===== src/rtl/frame_serializer_pkg.sv =====
// Shared definitions for the frame serializer: FSM state encoding and line levels.
package frame_serializer_pkg;

  // FSM state encoding; PARITY is only reachable when parity is compiled in.
  typedef enum logic [2:0] {
    IDLE   = 3'd0,
    ARMED  = 3'd1,
    START  = 3'd2,
    DATA   = 3'd3,
    PARITY = 3'd4,
    STOP   = 3'd5
  } state_e;

  // Serial line levels.
  localparam logic LINE_IDLE  = 1'b1;
  localparam logic LINE_START = 1'b0;

endpackage


===== src/rtl/frame_serializer_if.sv =====
// Handshake and line bundle between the data source, the serializer and the pin.
// Handshake: a word is accepted on any rising clk_in edge where load and ready are
// both high; ready is high only while the serializer is idle, and load while ready
// is low is dropped (no queueing). data_in only needs to be stable in that cycle.
interface frame_serializer_if #(
  parameter int DATA_W = 8
);
  logic              bit_tick;
  logic [DATA_W-1:0] data_in;
  logic              load;
  logic              ready;
  logic              serial_out;
  logic              start;
  logic              busy;
  logic              done;

  // Source side: drives the word, load and bit timing, observes the line.
  modport master (
    output bit_tick, data_in, load,
    input  ready, serial_out, start, busy, done
  );

  // Serializer side.
  modport slave (
    input  bit_tick, data_in, load,
    output ready, serial_out, start, busy, done
  );
endinterface


===== src/rtl/frame_bit_counter.sv =====
// Loadable, clearable slot counter that advances on tick and saturates at max_val.
module frame_bit_counter #(
  parameter int W = 3
) (
  input  logic         clk_in,
  input  logic         reset,
  input  logic         clear,
  input  logic         load,
  input  logic [W-1:0] load_val,
  input  logic         tick,
  input  logic [W-1:0] max_val,
  output logic [W-1:0] count,
  output logic         tc
);

  assign tc = (count == max_val);

  // Clear beats load beats tick; holding at terminal count means the index never wraps.
  always_ff @(posedge clk_in) begin
    if (reset || clear) begin
      count <= '0;
    end else if (load) begin
      count <= load_val;
    end else if (tick && !tc) begin
      count <= count + W'(1);
    end
  end

endmodule


===== src/rtl/frame_serializer.sv =====
// Frame serializer: start bit, DATA_W data bits LSB first, optional parity slot,
// STOP_BITS stop slots, one slot per bit_tick. Define FRAME_SERIALIZER_PARITY_EN
// to insert the parity slot (PARITY_ODD picks odd or even sense).
module frame_serializer
  import frame_serializer_pkg::*;
#(
  parameter int DATA_W     = 8,
  parameter int STOP_BITS  = 1,
  parameter bit PARITY_ODD = 1'b0
) (
  input  logic               clk_in,
  input  logic               reset,
  frame_serializer_if.slave  bus,
  output logic [2:0]         state_dbg
);

  localparam int IDX_W = (DATA_W > 1) ? $clog2(DATA_W) : 1;
  localparam int STP_W = 1;

  localparam logic [2:0] S_IDLE   = 3'(IDLE);
  localparam logic [2:0] S_ARMED  = 3'(ARMED);
  localparam logic [2:0] S_START  = 3'(START);
  localparam logic [2:0] S_DATA   = 3'(DATA);
  localparam logic [2:0] S_PARITY = 3'(PARITY);
  localparam logic [2:0] S_STOP   = 3'(STOP);

  logic [2:0]        state_q, state_n;
  logic [DATA_W-1:0] shift_q, shift_n;
  logic              line_q, line_n;
  logic              start_q, start_n;
  logic              done_q, done_n;
  logic              idx_clr, idx_en, idx_tc;
  logic              stop_clr, stop_en, stop_tc;
  logic [IDX_W-1:0]  idx_count_unused;
  logic [STP_W-1:0]  stop_count_unused;
  logic              parity_bit;

`ifdef FRAME_SERIALIZER_PARITY_EN
  logic parity_q, parity_n;
  assign parity_bit = parity_q;
`else
  logic unused_parity_odd;
  assign unused_parity_odd = PARITY_ODD;
  assign parity_bit        = 1'b0;
`endif

  assign bus.ready      = (state_q == S_IDLE);
  assign bus.busy       = (state_q != S_IDLE);
  assign bus.serial_out = line_q;
  assign bus.start      = start_q;
  assign bus.done       = done_q;
  assign state_dbg      = state_q;

  frame_bit_counter #(.W(IDX_W)) u_idx (
    .clk_in   (clk_in),
    .reset    (reset),
    .clear    (idx_clr),
    .load     (1'b0),
    .load_val ('0),
    .tick     (idx_en),
    .max_val  (IDX_W'(DATA_W - 1)),
    .count    (idx_count_unused),
    .tc       (idx_tc)
  );

  frame_bit_counter #(.W(STP_W)) u_stop (
    .clk_in   (clk_in),
    .reset    (reset),
    .clear    (stop_clr),
    .load     (1'b0),
    .load_val ('0),
    .tick     (stop_en),
    .max_val  (STP_W'(STOP_BITS - 1)),
    .count    (stop_count_unused),
    .tc       (stop_tc)
  );

  // Next state, next shift word and next line value; the line is decoded from the
  // next state so it changes on the same edge that samples bit_tick.
  always_comb begin
    state_n = state_q;
    shift_n = shift_q;
    done_n  = 1'b0;
    idx_clr = 1'b0;
    idx_en  = 1'b0;
    stop_en = 1'b0;
`ifdef FRAME_SERIALIZER_PARITY_EN
    parity_n = parity_q;
`endif
    case (state_q)
      S_IDLE: begin
        if (bus.load) begin
          state_n = S_ARMED;
          shift_n = bus.data_in;
`ifdef FRAME_SERIALIZER_PARITY_EN
          parity_n = (^bus.data_in) ^ PARITY_ODD;
`endif
        end
      end
      S_ARMED: if (bus.bit_tick) state_n = S_START;
      S_START: begin
        if (bus.bit_tick) begin
          state_n = S_DATA;
          idx_clr = 1'b1;
        end
      end
      S_DATA: begin
        if (bus.bit_tick) begin
          shift_n = shift_q >> 1;
          idx_en  = 1'b1;
          if (idx_tc) begin
`ifdef FRAME_SERIALIZER_PARITY_EN
            state_n = S_PARITY;
`else
            state_n = S_STOP;
`endif
          end
        end
      end
`ifdef FRAME_SERIALIZER_PARITY_EN
      S_PARITY: if (bus.bit_tick) state_n = S_STOP;
`endif
      S_STOP: begin
        if (bus.bit_tick) begin
          stop_en = 1'b1;
          if (stop_tc) begin
            state_n = S_IDLE;
            done_n  = 1'b1;
          end
        end
      end
      default: state_n = S_IDLE;
    endcase

    stop_clr = (state_n == S_STOP) && (state_q != S_STOP);
    start_n  = (state_n == S_START);
    case (state_n)
      S_START:  line_n = LINE_START;
      S_DATA:   line_n = shift_n[0];
      S_PARITY: line_n = parity_bit;
      default:  line_n = LINE_IDLE;
    endcase
  end

  // State and registered outputs; reset aborts any frame without a done pulse.
  always_ff @(posedge clk_in) begin
    if (reset) begin
      state_q <= S_IDLE;
      shift_q <= '0;
      line_q  <= LINE_IDLE;
      start_q <= 1'b0;
      done_q  <= 1'b0;
`ifdef FRAME_SERIALIZER_PARITY_EN
      parity_q <= 1'b0;
`endif
    end else begin
      state_q <= state_n;
      shift_q <= shift_n;
      line_q  <= line_n;
      start_q <= start_n;
      done_q  <= done_n;
`ifdef FRAME_SERIALIZER_PARITY_EN
      parity_q <= parity_n;
`endif
    end
  end

endmodule

===== src/flat_wrapper.sv =====
// flat-port wrapper written by rule: the top's interface ports become plain ports
module frame_serializer_flat import frame_serializer_pkg::*;
#(
  parameter int DATA_W     = 8,
  parameter int STOP_BITS  = 1,
  parameter bit PARITY_ODD = 1'b0
)
  (clk_in, reset, state_dbg, bus_bit_tick, bus_data_in, bus_load, bus_ready, bus_serial_out, bus_start, bus_busy, bus_done);
  frame_serializer_if #(.DATA_W(DATA_W)) bus_i ();
  input  logic clk_in;
  input  logic reset;
  output logic [2:0] state_dbg;
  input wire logic [$bits(bus_i.bit_tick)-1:0] bus_bit_tick;
  input wire logic [$bits(bus_i.data_in)-1:0] bus_data_in;
  input wire logic [$bits(bus_i.load)-1:0] bus_load;
  output wire logic [$bits(bus_i.ready)-1:0] bus_ready;
  output wire logic [$bits(bus_i.serial_out)-1:0] bus_serial_out;
  output wire logic [$bits(bus_i.start)-1:0] bus_start;
  output wire logic [$bits(bus_i.busy)-1:0] bus_busy;
  output wire logic [$bits(bus_i.done)-1:0] bus_done;
  assign bus_i.bit_tick = bus_bit_tick;
  assign bus_i.data_in = bus_data_in;
  assign bus_i.load = bus_load;
  assign bus_ready = bus_i.ready;
  assign bus_serial_out = bus_i.serial_out;
  assign bus_start = bus_i.start;
  assign bus_busy = bus_i.busy;
  assign bus_done = bus_i.done;
  frame_serializer #(.DATA_W(DATA_W), .STOP_BITS(STOP_BITS), .PARITY_ODD(PARITY_ODD)) u_core (.clk_in(clk_in), .reset(reset), .bus(bus_i), .state_dbg(state_dbg));
endmodule

===== config.mk =====
export PLATFORM = sky130hd
export DESIGN_NAME = frame_serializer_flat
export DESIGN_NICKNAME = d
export VERILOG_FILES = /design/src/rtl/frame_serializer_pkg.sv /design/src/rtl/frame_serializer_if.sv /design/src/rtl/frame_bit_counter.sv /design/src/rtl/frame_serializer.sv /design/src/flat_wrapper.sv
export SDC_FILE = /design/constraint.sdc
export NUM_CORES = 1
export LEC_CHECK = 0
export CORE_ASPECT_RATIO = 0.75
export CORE_MARGIN = 1.5
export CORE_UTILIZATION = 42
export DETAILED_ROUTE_END_ITERATION = 10
export HOLD_SLACK_MARGIN = 0.12
export PLACE_DENSITY = 0.69
export RECOVER_POWER = 50
export SLEW_MARGIN = 20
export SYNTH_ARGS = -nofsm -noshare
export SYNTH_HDL_FRONTEND = slang
export SYNTH_SLANG_ARGS = --single-unit

===== constraint.sdc =====
create_clock -name clk_in -period 1.3 [get_ports clk_in]
set_input_delay 0.13 -clock clk_in [delete_from_list [all_inputs] [get_ports clk_in]]
set_output_delay 0.13 -clock clk_in [all_outputs]
set_load 0.02 [all_outputs]

== Word level (Yosys, flattened, before mapping) ==
Cells that the tools add are included.

* Register bits after elaboration: 18
* Word-level logic and storage cells: 53

* Add/subtract/negate cells: 2
* Equal/unequal tests: 12
* Muxes and demuxes: 17
* Bitwise operators: 2
* Reductions and logical operators: 12

{| class="wikitable"
|+ Operator list
! operator !! number
|-
| two-way mux 3 bit || 7
|-
| two-way mux 8 bit || 2
|-
| one-hot mux 8 bit (2 select lines) || 1
|-
| one-hot mux 3 bit (5 select lines) || 1
|-
| equality test 3 x 2 -> 1 bit, second input constant || 4
|-
| equality test 3 bit, second input constant || 4
|-
| two-way mux 1 bit || 5
|-
| != test 2 bit, second input constant || 2
|-
| adder 3 x 1 -> 3 bit, second input constant || 1
|-
| equality test 3 x 1 -> 1 bit, second input constant || 1
|-
| logical AND 1 bit || 3
|-
| logical NOT 3 bit || 1
|-
| != test 3 bit, second input constant || 1
|-
| AND reduction 3 bit || 1
|-
| nonzero test 3 bit || 1
|-
| OR reduction 3 bit || 1
|-
| logical OR 1 bit || 2
|-
| inverter 1 bit || 2
|-
| one-hot mux 1 bit (2 select lines) || 1
|-
| nonzero test 2 bit || 1
|-
| OR reduction 2 bit || 1
|-
| adder 1 bit, second input constant || 1
|-
| logical NOT 1 bit || 1
|}

== Logic depth before layout (Yosys ltp) ==
Gate-level depths: netlist of the first run.

* Depth in word-level cells: 7
* Gate-level depth with buffers: 6
* Depth with buffers taken out: 6

== By module ==
A second synthesis of the first run with hierarchy kept.

* Cells, all modules: 108
* Area, all modules: 949.7 um2

{| class="wikitable"
|+ Modules (own cells, without submodules)
! module !! times used !! cells each !! area an instance (um2)
|-
| frame_serializer || 1 || 78 || 669.4
|-
| frame_bit_counter (u_core.u_idx) || 1 || 24 || 216.5
|-
| frame_bit_counter (u_core.u_stop) || 1 || 6 || 63.8
|}

== Worst setup path after synthesis of the first run ==
No wires, ideal clock.

* Path type: reg2reg
* Start: register u_core.state_q[1] (netlist: u_core.state_dbg[1])
* End: register u_core.line_q (netlist: u_core.bus.serial_out)
* Arrival: 1379 ps
* Slack: -206 ps
* Stages on the path, launching flop included: 6
* Buffers on the path: 1
* Period minus slack after synthesis: 1506 ps
* Path through: dfxtp_1 buf_6 nor4b_4 nor2_2 a21boi_4 o21ai_2

* Cells in the longest elaborated chain, start to end: 6
* Elaborated cells on any way between the ends: 19
* Those cells by class: eq/ne (7); mux (10); reduce/logical (2)

{| class="wikitable"
|+ Ends and longest elaborated chain
! item !! line !! text
|-
| start: declaration || frame_serializer.sv:27 || <nowiki>logic [2:0] state_q, state_n;</nowiki>
|-
| start signal: assignment || frame_serializer.sv:157 || <nowiki>state_q <= state_n;</nowiki>
|-
| two-way mux 3 bit, on equally long branches || frame_serializer.sv:126, frame_serializer.sv:111 ||
|-
| two-way mux 3 bit, on equally long branches || frame_serializer.sv:124, frame_serializer.sv:108 ||
|-
| one-hot mux 3 bit (5 select lines) || frame_serializer.sv:90 || <nowiki>case (state_q)</nowiki>
|-
| equality test 3 bit / equality test 3 x 2 -> 1 bit (equally long branches) || frame_serializer.sv:137 || <nowiki>case (state_n)</nowiki>
|-
| OR reduction 2 bit (no line) || n/a ||
|-
| one-hot mux 1 bit (2 select lines) * || frame_serializer.sv:137 ||
|-
| end signal: assignment || frame_serializer.sv:159 || <nowiki>line_q <= line_n;</nowiki>
|-
| end: declaration || frame_serializer.sv:29 || <nowiki>logic line_q, line_n;</nowiki>
|}

Mark *: on every way between the ends. The rest lies on a longest branch, timed or not.
A chain may end at the register's enable or synchronous reset.

== Worst setup path in the final report of the first run ==
* Start: register u_core.u_idx.count[1]
* End: register u_core.start_q (netlist: u_core.bus.start)

* Cells in the longest elaborated chain, start to end: 5

{| class="wikitable"
|+ Ends and longest elaborated chain
! item !! line !! text
|-
| start: declaration || frame_bit_counter.sv:12 || <nowiki>output logic [W-1:0] count,</nowiki>
|-
| start signal: assignment || frame_bit_counter.sv:23 || <nowiki>count <= load_val;</nowiki>
|-
| start signal: assignment || frame_bit_counter.sv:25 || <nowiki>count <= count + W'(1);</nowiki>
|-
| equality test 3 bit || frame_bit_counter.sv:16 || <nowiki>assign tc = (count == max_val);</nowiki>
|-
| two-way mux 3 bit || frame_serializer.sv:111 || <nowiki>if (idx_tc) begin</nowiki>
|-
| two-way mux 3 bit || frame_serializer.sv:108 || <nowiki>if (bus.bit_tick) begin</nowiki>
|-
| one-hot mux 3 bit (5 select lines) || frame_serializer.sv:90 ||
|-
| equality test 3 x 2 -> 1 bit || frame_serializer.sv:136 || <nowiki>start_n = (state_n == S_START);</nowiki>
|-
| end signal: assignment || frame_serializer.sv:160 || <nowiki>start_q <= start_n;</nowiki>
|-
| end: declaration || frame_serializer.sv:30 || <nowiki>logic start_q, start_n;</nowiki>
|}

No other way between the ends.

==> impl_metrics.toml, run 1 <==
[logic_synthesis]
synth_top_area_cell = "dfxtp_1"
ys_types = 31
ys_ff_latch = 18
netlist_instances = 89
synth_simple_gate_area_share_pct = 23.7
synth-xor-area-share_pct = 0
muxShareOfSynthArea_pct = 0
syn-num-nets = 103
synth_top_family_by_area = "compound AO/OA/AOI/OAI gates"
yosys-top-cells-area = "dfxtp_1 (43%), a22oi_1 (8.1%), a21oi_1 (6.0%)"
synth_top_area_share_pct = 43.4
synth.most_common_cell = "dfxtp_1"
ys_seq_area_share_pct = 43.4
netlist_area_um2 = 830
synth_edf_count = 0
synth.avg_cell_area_um2 = 9.32
synth_ff_type = "dfxtp_1"
yosysWarnings = 0
yosys-top-cells-count = "dfxtp_1 (18), nand2_1 (12), a21oi_1 (10), a22oi_1 (9), nor2_1 (7)"
synthAdderAreaFrac_pct = 3.02
async_flop_share_pct = 0
synth_compound_area_share_pct = 23.8

[cts]
cts_hold_buf = 0
htree_num_levels = 1
clkLatencyLatePin_ps = 290
numCtsBuffers = 3
clock-sinks = 18
clockRootBuffer = "clkbuf_4"
cts.path.max_buffers = 2
cts_tree = "yes"
cts.clk_slew.worst_paths_ps = 90

[power]
ir_drop_uv = 900
powerDensity_nw_per_um2 = 909
p_leak_uw = 0.000513
fin_total_pwr_uw = 1180

[floorplan]
coreArea_um2 = 1790
row_count = 13
die_w_um = 54.3
die_y_um = 41.5
die_area_um2 = 2250
io_pins = 20
start_util_pct = 46.4

[timing]
fmax_mhz = 737
rsz0062_at_grt = "yes"
clock_skew_ps = 1.65
post-route-period-util_pct = 104
worst_pin_slew_ps = 343
period_minus_slack_ps = 1360
slew_headroom_pct = 77.1
slew_viol_final = 0
final_hold_viol_count = 0
layout_setup_ws_ps = -56.7
setup_viol = 10

[global_routing]
antenna_found_initial = 0
grt_overflow = 0
track_usage_pct = 17.4
grt_pass1_vias = 664
grt_pass1_wl_um = 2840
grt_max_degree = 16

[setup_path]
r2r_setup_slack_ps = -60
r2r-end = "u_core.bus.start"
crit_required_ps = 1540
arrival_ps = 1600
r2r_start = "u_core.u_idx.count[1]"
critPathLaunchType = "flop"
reg2reg_depth = 6
cp_max_fo = 4
critPathKind = "flop to flop"
cp-end-kind = "flop"

[place]
dpl_cell_area_um2 = 1100
place_ws_ps = -241
dp_hpwl_um = 1250
io_buffer_count = 19
place.gp.congestion = 0.791

[routing]
drtIter0Drc = 2
antenna_left = 0
vias = 747
drc = 0
wl_um = 1950
drt_first_pass_iters = 3
vias_per_cell = 5.12
wl_per_cell_um = 13.4

[finish]
antenna_cells = 0
utilization_pct = 72.3
final.fill_count = 155
area.growth.synth_to_final_pct = 56.0
finalInstanceArea_um2 = 1290
drive_above_1_share_pct = 41.9
layout.nets = 140

[job]
drv_cap = 0

[hold_path]
min_to = "u_core.shift_q[7]"
min_from = "bus_data_in[7]"
hold_path_depth = 3
hp-class = "input pin to flop"

[run_status]
status = "finished with violations"
violations = "setup timing"
-- cell usage in the layout (no fill, tap or decap), drive strengths merged --
master and count:
buf 20, inv 3, or3 1, and4b 1, dfxtp 18, a21oi 10, nand3b 1, nor2b 1
nor3 2, nand3 1, nor2 9, nor3b 1, nand2 12, nor4b 1, nand4b 1, a31oi 2
a21boi 1, nand2b 1, clkbuf 3, ha 2, a2111oi 1, o21a 1, clkdlybuf4s50 11, nor4 1
and2 1, dlygate4sd2 6, a22oi 9, or3b 1, o21ai 2
-- where the power goes --
group / total, uW / internal (uW) / switching [uW]
combinational: 310 / 167 / 143
sequential: 597 / 580 / 16.9
clock: 269 / 108 / 161
total: 1180 / 855 / 321
-- sequential cells by signal, indices dropped and copies added (netlist names) --
register               count
u_core.bus.done            1
u_core.bus.serial_out      1
u_core.bus.start           1
u_core.shift_q             8
u_core.state_dbg           3
u_core.u_idx.count         3
u_core.u_stop.count        1
-- critical path, stage by stage (launching register included) --
cell	delay [ps]
dfxtp_2	350
ha_4	160
ha_4	170
nand2_4	60
nor2_2	40
a2111oi_4	350
and2_1	170
-- final cells by class --
type	instances	area, um^2	area share (%)
Clock buffer	3	22.5	1.74
Inverter	3	11.3	0.870
Multi-Input combinational cell	63	514	39.7
Sequential cell	18	367	28.3
Tap cell	22	27.5	2.13
Timing Repair Buffer	37	352	27.2
-- kinds of logic after synthesis --
| group | count (synthesis) |
|---|---|
| and+or+nand+nor | 35 |
| AOI/OAI and AO/OA | 26 |
| DFF | 18 |
| buffers and inverters | 8 |
| adders and majority gates | 2 |
-- per-layer routing --
metal	vias to the layer above	GRT usage (%)	wire length (um)
met1	338	24.0	931
met2	13	24.1	917
met4	0	6.00	23
met5	-	0	0
met3	5	7.55	80
li1	391	-	-
-- metrics by stage --
step | hold slack [ps] | TNS, ps | instances
after floorplan | 199 | -583 | 89
after global placement | 441 | -2390 | 136
after detailed placement | 448 | -2410 | 136
after CTS | 376 | -479 | 140
after global routing | 405 | -1080 | 146
final | 388 | -342 | 146
-- how the worst max path moves through the flow --
stage,from,to,cells after the start,slack [ps]
2_1_floorplan,u_core.state_dbg[0],u_core.bus.serial_out,5,-160
3_3_place_gp,bus_bit_tick,u_core.bus.serial_out,5,-240
3_5_place_dp,bus_load,u_core.bus.start,5,-240
4_1_cts,u_core.state_dbg[1],u_core.bus.start,5,-100
5_1_grt,u_core.u_idx.count[1],u_core.bus.start,6,-130
6_report,u_core.u_idx.count[1],u_core.bus.start,6,-60
-- repair_timing --
action	CTS	global route
pin swaps	3	16
setup endpoints to repair	24	19
resized for setup	21	26
setup buffers	1	6
(Power assumes the default switching activity.)
==> run 2, diff against run 1 <==
--- a/config.mk
+++ b/config.mk
@@ -5,10 +5,12 @@
 export SDC_FILE = /design/constraint.sdc
 export NUM_CORES = 1
 export LEC_CHECK = 0
+export CAP_MARGIN = 20
 export CORE_ASPECT_RATIO = 0.75
 export CORE_MARGIN = 1.5
 export CORE_UTILIZATION = 42
 export DETAILED_ROUTE_END_ITERATION = 10
+export GPL_ROUTABILITY_DRIVEN = 0
 export HOLD_SLACK_MARGIN = 0.12
 export PLACE_DENSITY = 0.69
 export RECOVER_POWER = 50
==> results of run 2 <==
The final DEF is identical to that of run 1; final timing and power are the same.
==> run 3, diff against run 2 <==
--- a/config.mk
+++ b/config.mk
@@ -5,16 +5,18 @@
 export SDC_FILE = /design/constraint.sdc
 export NUM_CORES = 1
 export LEC_CHECK = 0
+export ABC_AREA = 1
 export CAP_MARGIN = 20
 export CORE_ASPECT_RATIO = 0.75
 export CORE_MARGIN = 1.5
-export CORE_UTILIZATION = 42
+export CORE_UTILIZATION = 45
 export DETAILED_ROUTE_END_ITERATION = 10
 export GPL_ROUTABILITY_DRIVEN = 0
 export HOLD_SLACK_MARGIN = 0.12
-export PLACE_DENSITY = 0.69
+export PLACE_DENSITY = 0.71
 export RECOVER_POWER = 50
 export SLEW_MARGIN = 20
 export SYNTH_ARGS = -nofsm -noshare
 export SYNTH_HDL_FRONTEND = slang
+export SYNTH_HIERARCHICAL = 1
 export SYNTH_SLANG_ARGS = --single-unit
==> impl_metrics.toml, run 3 <==
[run_status]
status = "finished with violations"
violations = "DRC"

[logic_synthesis]
ys_ff_latch = 18
async_flop_share_pct = 0
synth_ff_type = "dfxtp_1"
ys_seq_area_share_pct = 35.2
netlist_area_um2 = 1020
synth_top_area_cell = "dfxtp_1"
synth_edf_count = 0
synth_top_area_share_pct = 35.2
yosys-top-cells-count = "nand2_1 (55), nor2_1 (25), inv_1 (22), dfxtp_1 (18), a21oi_1 (13)"
synth.most_common_cell = "nand2_1"
yosys-top-cells-area = "dfxtp_1 (35%), nand2_1 (20%), nor2_1 (9.2%)"
synth.avg_cell_area_um2 = 6.25
yosysWarnings = 6
ys_types = 26
netlist_instances = 164

[power]
seqPwrFrac_pct = 46.2
p_leak_uw = 0.000776
swShare_pct = 30.3
p_clk_share_pct = 26.2
internal-power_uw = 934
p_comb_share_pct = 27.6
ir_drop_uv = 757
powerDensity_nw_per_um2 = 904
switching_power_uw = 406

[timing]
rsz0062_at_grt = "yes"
fmax_mhz = 798
period_minus_slack_ps = 1250
tns_ps = 0
slew_viol_final = 0
clock_skew_ps = 5.61
setup_viol = 0
final_hold_viol_count = 0
post-route-period-util_pct = 96.4

[floorplan]
start_util_pct = 49.2
coreArea_um2 = 2080
io_pins = 20
die_area_um2 = 2580
die_y_um = 44.3
die_w_um = 58.1
row_count = 14

[setup_path]
cp_max_fo = 8
cpMostUsedCell = "nor2_1"
max_stage_delay_ps = 690
critPathKind = "input pin to flop"
critPathLaunchType = "input pin"
path_cells = "clkdlybuf4s50_1 > nand2_1 > inv_1 > nor2_1 > nor2_1 > nand3b_1 > and2_1"
r2r_setup_slack_ps = 60
cp-end-kind = "flop"
crit_slowest_cell = "clkdlybuf4s50_1"
crit_required_ps = 1500
arrival_ps = 1460

[finish]
final_common_cell = "nand2_1"
area.growth.synth_to_final_pct = 44.8
mostFrequentLayoutCells = "nand2_1 (48), nor2_1 (22), inv_1 (19), buf_4 (16), conb_1 (16)"
antenna_cells = 0
drive_above_1_share_pct = 24.2
seqCellArea_um2 = 368
final.fill_count = 180
largest_register = "u_core/shift_q"
largest_register_ff_count = 8
layout.nets = 229
multi_input_area_um2 = 658
finalInstanceArea_um2 = 1480

[global_routing]
grt_max_degree = 11
grt_pass1_wl_um = 4060
grt_pass1_vias = 1006
grt_overflow = 0
antenna_found_initial = 0
track_usage_pct = 20.6

[routing]
drc = 3
wl_per_cell_um = 9.87
vias_per_cell = 4.52
drt_first_pass_iters = 8
vias = 1081
wl_um = 2360
drtIter0Drc = 51
antenna_left = 0

[place]
dpl_cell_area_um2 = 1410
io_buffer_count = 19
dp_hpwl_um = 1870

[cts]
htree_num_levels = 1
clock-sinks = 18
cts_hold_buf = 0
clkLatencyLatePin_ps = 300
cts.path.max_buffers = 2
cts.clk_slew.worst_paths_ps = 110
cts_tree = "yes"
clockRootBuffer = "clkbuf_4"
numCtsBuffers = 3

[hold_path]
hp-class = "input pin to flop"

[job]
drv_cap = 0
-- run 3: cell types whose count changed in the layout (fill, tap and decap cells not counted), moves of 7 or more --
cell / change
nand2_2: +7
nand2_1: +37
conb_1: +16
inv_1: +17
nor2_1: +16
-- run 3: critical path: cells and delay by family --
kind | cells | cell delay [ps]
buffers and inverters | 2 | 770
and+or+nand+nor | 5 | 560
-- run 3: metrics by stage --
| step | hold slack, ps | setup slack, ps | total power (uW) | utilization (%) | std cells |
|---|---|---|---|---|---|
| after floorplan | 277 | 20.7 | 833 | - | 178 |
| after global placement | 452 | -133 | 983 | 67.8 | 235 |
| after detailed placement | 456 | -185 | 991 | 67.8 | 235 |
| after CTS | 385 | 23.7 | 1330 | 69.1 | 239 |
| after global routing | 379 | -36.4 | 1430 | 71.2 | 239 |
| final | 394 | 47.0 | 1340 | 71.2 | 239 |
-- run 3: cells by family after synthesis --
group / count (synthesis) / synth area share [%]
AND/OR/NAND/NOR: 93 / 38.6
buffers and inverters: 26 / 9.65
AO/OA/AOI/OAI: 20 / 10.4
flip-flops: 18 / 35.2
XOR/XNOR: 3 / 3.30
other: 2 / 0.733
adder cells (fa/ha/maj): 1 / 1.22
multiplexers: 1 / 0.977
-- run 3: final cells by class --
type	count	share of cell area [%]
multi-input combinational	134	44.4
sequential	18	24.8
tap	24	2.02
timing repair buffer	35	20.2
inverter	24	6.24
clock buffer	4	2.45
-- run 3: repair_timing --
item	4_1_cts	5_1_grt
pin swaps	0	8
endpoints found under the setup margin	12	17
resized for setup	15	21
setup buffers	0	0
-- run 3: power groups by stage --
stage	sequential, uW	clock, uW	combinational, uW
after floorplan	641	0	192
after global placement	625	0	358
after detailed placement	627	0	364
after CTS	615	364	351
after global routing	624	389	415
final	619	351	370
-- run 3: worst paths after layout --
check,start,end,depth (start not counted)
setup reg to reg,u_core/state_dbg[0],u_core/u_idx/count[1],10
hold reg to reg,u_core/shift_q[7],u_core/shift_q[7],2
hold / removal,bus_data_in[7],u_core/shift_q[7],3
setup / recovery,bus_bit_tick,u_core/state_dbg[0],7
-- run 3: per-layer routing --
metal	wire length, um	up-vias	track usage, %	part of all wire (%)
met4	18	0	4.19	0.76
met5	0	-	0	0
li1	-	583	-	-
met1	1130	464	26.2	48
met3	163	4	5.56	6.9
met2	1050	30	35.7	44
